--- config.mk ---
export PLATFORM = sky130hd
export DESIGN_NAME = bank_debounce_rx
export DESIGN_NICKNAME = d
export VERILOG_FILES = /design/src/rtl/bank_io_pkg.sv /design/src/rtl/debounce_bit.sv /design/src/rtl/bank_debounce_rx.sv
export SDC_FILE = /design/constraint.sdc
export NUM_CORES = 1
export LEC_CHECK = 0
export BUFFER_PORTS_ARGS = -buffer_cell sky130_fd_sc_hd__buf_2
export CAP_MARGIN = 20
export CELL_PAD_IN_SITES_DETAIL_PLACEMENT = 2
export CELL_PAD_IN_SITES_GLOBAL_PLACEMENT = 2
export CORE_MARGIN = 1.5
export CORE_UTILIZATION = 39
export DETAILED_ROUTE_END_ITERATION = 10
export HOLD_SLACK_MARGIN = 0.1
export PLACE_DENSITY_LB_ADDON = 0.12
export RECOVER_POWER = 25
export SLEW_MARGIN = 25
export SYNTH_ARGS = -nofsm -noshare
export SYNTH_HDL_FRONTEND = slang
export SYNTH_HIERARCHICAL = 1
export SYNTH_SLANG_ARGS = --single-unit
--- constraint.sdc ---
create_clock -name clk -period 2.3 [get_ports clk]
set_clock_uncertainty 0.05 [all_clocks]
set_input_delay 0.115 -clock clk [delete_from_list [all_inputs] [get_ports clk]]
set_output_delay 0.115 -clock clk [all_outputs]
set_load 0.1 [all_outputs]
--- src/rtl/bank_io_pkg.sv ---
// Shared constants for the board I/O bank blocks: bank width and debounce depths.
package bank_io_pkg;
    localparam int BANK_W         = 8;
    localparam int DEBOUNCE_SIM   = 4;
    localparam int DEBOUNCE_BOARD = 50000;
endpackage

--- src/rtl/debounce_bit.sv ---
// Synchronises and debounces one pin, with registered rise/fall pulses.
// Latency: SYNC_STAGES + DEBOUNCE_CYCLES cycles from a clean pin step to stable.
// Backpressure: none; free-running every cycle.
module debounce_bit #(
    parameter int SYNC_STAGES     = 2,
    parameter int DEBOUNCE_CYCLES = 4
) (
    input  logic clk,
    input  logic rst_n,
    input  logic din,
    output logic stable,
    output logic rise,
    output logic fall
);
    localparam int CW = $clog2(DEBOUNCE_CYCLES + 1);

    logic [SYNC_STAGES-1:0] sync_q;
    logic [CW-1:0]          cnt;
    logic                   s;
    logic                   toggle;

    assign s      = sync_q[SYNC_STAGES-1];
    assign toggle = (s != stable) && (cnt == CW'(DEBOUNCE_CYCLES - 1));

    always_ff @(posedge clk or negedge rst_n) begin
        if (!rst_n) begin
            sync_q <= '0;
        end else begin
            sync_q <= {sync_q[SYNC_STAGES-2:0], din};
        end
    end

    // Any sample matching the current level restarts the persistence count.
    always_ff @(posedge clk or negedge rst_n) begin
        if (!rst_n) begin
            cnt    <= '0;
            stable <= 1'b0;
            rise   <= 1'b0;
            fall   <= 1'b0;
        end else begin
            rise <= toggle && s;
            fall <= toggle && !s;
            if (s == stable || toggle) begin
                cnt <= '0;
            end else begin
                cnt <= cnt + CW'(1);
            end
            if (toggle) begin
                stable <= s;
            end
        end
    end
endmodule

--- src/rtl/bank_debounce_rx.sv ---
// Debounced pin bank with edge pulses and a merged change-event valid/ready port.
// Latency: event posted one cycle after the rise/fall pulse.
// Backpressure: a stalled event absorbs later changes by merging; overlap flags overflow.
module bank_debounce_rx
    import bank_io_pkg::*;
#(
    parameter int WIDTH           = BANK_W,
    parameter int SYNC_STAGES     = 2,
    parameter int DEBOUNCE_CYCLES = DEBOUNCE_BOARD
) (
    input  logic             clk,
    input  logic             rst_n,
    input  logic [WIDTH-1:0] bank_in,
    output logic [WIDTH-1:0] stable,
    output logic [WIDTH-1:0] rise,
    output logic [WIDTH-1:0] fall,
    output logic             evt_valid,
    output logic [WIDTH-1:0] evt_data,
    output logic [WIDTH-1:0] evt_changed,
    input  logic             evt_ready,
    output logic             overflow,
    input  logic             ovf_clr
);
    logic [WIDTH-1:0] chg;
    logic             accept;

    for (genvar g = 0; g < WIDTH; g++) begin : g_bit
        debounce_bit #(
            .SYNC_STAGES    (SYNC_STAGES),
            .DEBOUNCE_CYCLES(DEBOUNCE_CYCLES)
        ) u_db (
            .clk   (clk),
            .rst_n (rst_n),
            .din   (bank_in[g]),
            .stable(stable[g]),
            .rise  (rise[g]),
            .fall  (fall[g])
        );
    end

    assign chg    = rise | fall;
    assign accept = evt_valid && evt_ready;

    // A change arriving on the accept cycle starts a fresh event rather than merging.
    always_ff @(posedge clk or negedge rst_n) begin
        if (!rst_n) begin
            evt_valid   <= 1'b0;
            evt_data    <= '0;
            evt_changed <= '0;
        end else if (chg != '0) begin
            evt_valid   <= 1'b1;
            evt_data    <= stable;
            evt_changed <= (!evt_valid || accept) ? chg : (evt_changed | chg);
        end else if (accept) begin
            evt_valid   <= 1'b0;
            evt_changed <= '0;
        end
    end

    always_ff @(posedge clk or negedge rst_n) begin
        if (!rst_n) begin
            overflow <= 1'b0;
        end else if (evt_valid && !accept && ((evt_changed & chg) != '0)) begin
            overflow <= 1'b1;
        end else if (ovf_clr) begin
            overflow <= 1'b0;
        end
    end
endmodule
==> results by group <==
Outcome
  • Status: finished clean

Critical path
  • Worst EP required: 2570 ps
  • Worst path max stage delay: 600 ps
  • WS Path Type: reg2reg
  • Worst r2r src: g_bit[0].u_db/fall
  • Worst r2r dst: overflow
  • Worst R2R Path Depth: 5
  • Critical Path Start: g_bit[0].u_db/fall
  • CP cell instances: o21ai_0 -> o2111ai_1 -> o21ai_0 -> o21ai_0 -> dlygate4sd3_1
  • Crit Path Max Fanout: 4
  • CP arrival: 2460 ps
  • CP Depth: 5
  • CP top delay family: compound AO/OA/AOI/OAI gates
  • CP dominant cell by count: o21ai_0
  • R2r setup slk: 110 ps
  • Worst path bufs/invs: 1
  • Critical Path Start Type: register
  • Worst Setup End Kind: register
  • CP max stage cell: dlygate4sd3_1
  • Critical Path End: overflow

Placement
  • GP Congestion: 0.8084
  • PortBufs: 53
  • Placed cell areas: 9166 um^2
  • DP Wirelength: 15.28 mm
  • Placed Cells incl. Taps: 1094

Synth
  • Post-synth EDFFs: 0
  • Cells after Synth: 789
  • Synth cell types: 33
  • Compound-Gate Fraction of Synth Area: 1.652%
  • Commonest cells in the netlist: dfrtp_1, nor2_1, xnor2_1
  • Warnings from Yosys: 6
  • Asr flop ratio synth: 100.0%
  • Post-synthesis simple-gate area fraction: 26.48%
  • Area fraction of the dominant cell type after synthesis: 53.44%
  • Mux cell area share after synthesis: 2.069%
  • Seq cells post-synth: 186
  • Share of the yosys chip area belonging to registers: 53.44%
  • Main synth FF type: dfrtp_1
  • Syn nets: 809
  • Mapped Avg Cell Area: 11.04 um^2
  • Most frequent cell after synthesis: dfrtp_1
  • Cell Area, Synth: 8710 um^2
  • Synth Area in Adders: 1.149%
  • Largest area contributor in the netlist: dfrtp_1
  • Largest family of logic cells by synthesized area: simple AND/OR/NAND/NOR gates
  • Post-Synth XOR/XNOR Area: 12.07%
  • Top post-synthesis cells by area: dfrtp_1, xnor2_1, nor2_1, xor2_1, nand4_1

Timing
  • Final setup fails: 0
  • Final Hold Vio Count: 0
  • Final setup TNS: 0 ps
  • Max-slew violation count: 0
  • Slew headroom: 25.52%
  • Fin crit share: 95.08%
  • Tightest Pin Transition: 1117 ps
  • RSZ-0062 raised after global routing: no
  • Max frequency: 0.4573 GHz
  • Final Critical Period: 2187 ps

Route
  • TritonRoute pass-1 iters: 4
  • Drc violations: 0
  • Post-route ant nets: 0
  • DR iter-0 viols: 177
  • Via density: 5.346
  • DR WL/cell: 19.09 um
  • Detailed-route via count: 6084
  • Post-Route WL: 21.73 mm

Power and ir drop
  • Power Density: 668.0 nW/um^2
  • P_leak: 4.353 nW
  • Peak VDD IR: 0.3624 mV
  • Clk pwr share: 46.0%
  • Proportion of power drawn by flip-flops and latches: 51.0%
  • Sw Pwr: 1.572 mW
  • Logic pwr share: 3.0%
  • P_int: 5.028 mW
  • Tot Pwr: 6.600 mW
  • Sw frac: 23.82%

Final layout
  • Post-layout util: 45.13%
  • Layout cells sized above 1: 15.85%
  • Ant. Diodes: 0
  • Nets: 865
  • Filler Cell Count: 2298
  • Cell area after layout: 9879 um^2
  • Area growth syn-to-layout: 13.43%
  • Finished Layout Cells: 1138

Floorplanning
  • Die H: 152.4 um
  • Core area: 21890 um^2
  • Initial Util: 39.79%
  • I/O Pins: 54
  • Cell Rows: 54
  • Die X: 152.4 um
  • Full die area: 23240 um^2

CTS
  • Clock Tree Buf Depth: 2
  • CTS Root Cell: clkbuf_16
  • H-tree level count: 4
  • CTS tree: done
  • CTS clk-pin slew, worst paths: 80 ps
  • Clock Latency Late Sink: 440 ps
  • CTS buffer count: 17
  • CTS Sinks: 186

Global route
  • Pin count of the biggest net entering global routing: 70
  • M2 GR Usage: 35.23%
  • Most used routing layer: met2
  • Met1 Usage GRT: 23.59%
  • Vias in the first global route: 6807
  • M3 GR Usage: 4.352%
  • Antenna violations before repair: 0
  • First-pass GRT wire length: 36.48 mm
  • Total GRT Usage: 19.82%
  • Total grt overflow: 0

Hold path
  • Hold Path Class: in2async

Job
  • Max Cap Viol: 0
==> repair_timing <==
| action | CTS | global route |
|---|---|---|
| endpoints found under the hold margin | 75 | 0 |
| hold buffers | 12 | 0 |
| resized for setup | 0 | 0 |
| setup buffers | 0 | 0 |
==> state kept, by name (all words and copies together), names as in the netlist <==
name               flops
evt_valid              1
g_bit.u_db/sync_q     16
evt_data               8
overflow               1
g_bit.u_db/cnt       128
g_bit.u_db/rise        8
evt_changed            8
g_bit.u_db/fall        8
g_bit.u_db/stable      8
==> layout by cell type, fill, tap and decap left out, types with 12 or more instances in the layout <==
cell / count
dfrtp_1: 186
nor2_1: 144
xnor2_1: 72
buf_2: 51
nand4_1: 48
xor2_1: 48
nand3_1: 40
nor4_1: 24
and3_1: 24
inv_1: 17
clkbuf_16: 17
nor3_1: 16
nor3b_1: 16
mux2_1: 13
dlygate4sd3_1: 12
==> cell families (layout without fill, tap and decap cells) <==
family                   count (synthesis)  after routing
AND/OR/NAND/NOR                        391            391
flip-flops                             186            186
XOR/XNOR                               120            120
buffers and inverters                   49            118
AO/OA/AOI/OAI                           19             19
multiplexers                            16             16
adder cells (fa/ha/maj)                  8              8
==> through the flow <==
step	hold WS, ps	setup slack [ps]
after detailed placement	109.4	459.5
after global placement	105.5	525.4
final	195.0	113.2
after CTS	212.2	105.6
after global routing	227.7	15.23
after floorplan	-230.6	330.7
==> worst min-delay path by stage <==
stage,end,start,slack [ps]
5_1_grt,g_bit[1].u_db/cnt[12],rst_n,230
3_5_place_dp,g_bit[1].u_db/cnt[7],rst_n,110
4_1_cts,g_bit[1].u_db/cnt[7],rst_n,210
6_report,g_bit[1].u_db/cnt[11],rst_n,190
2_1_floorplan,evt_changed[0],rst_n,-230
3_3_place_gp,g_bit[1].u_db/cnt[7],rst_n,110
==> cell type report <==
type / instances / area, um^2 / area share (%)
tap: 280 / 350.3 / 3.546
sequential: 186 / 4654 / 47.11
clock inverter: 15 / 185.2 / 1.874
inverter: 17 / 63.81 / 0.6459
timing repair buffer: 69 / 419.2 / 4.243
multi-input combinational: 554 / 3781 / 38.27
clock buffer: 17 / 425.4 / 4.306
==> routing by layer <==
metal / up-vias / routed length, um
met1: 3143 / 9362
met2: 57 / 11240
met3: 24 / 618
li1: 2860 / -
met5: - / 0
met4: 0 / 501
==> power groups by stage <==
stage | Combinational (mW) | Sequential [mW] | Clock, mW
after global placement | 0.185 | 3.42 | 0
final | 0.198 | 3.37 | 3.03
after global routing | 0.232 | 3.37 | 3.25
after floorplan | 0.0931 | 3.42 | 0
after CTS | 0.214 | 3.37 | 3.15
after detailed placement | 0.196 | 3.43 | 0
No activity file was read; power rests on OpenSTA's default activity.
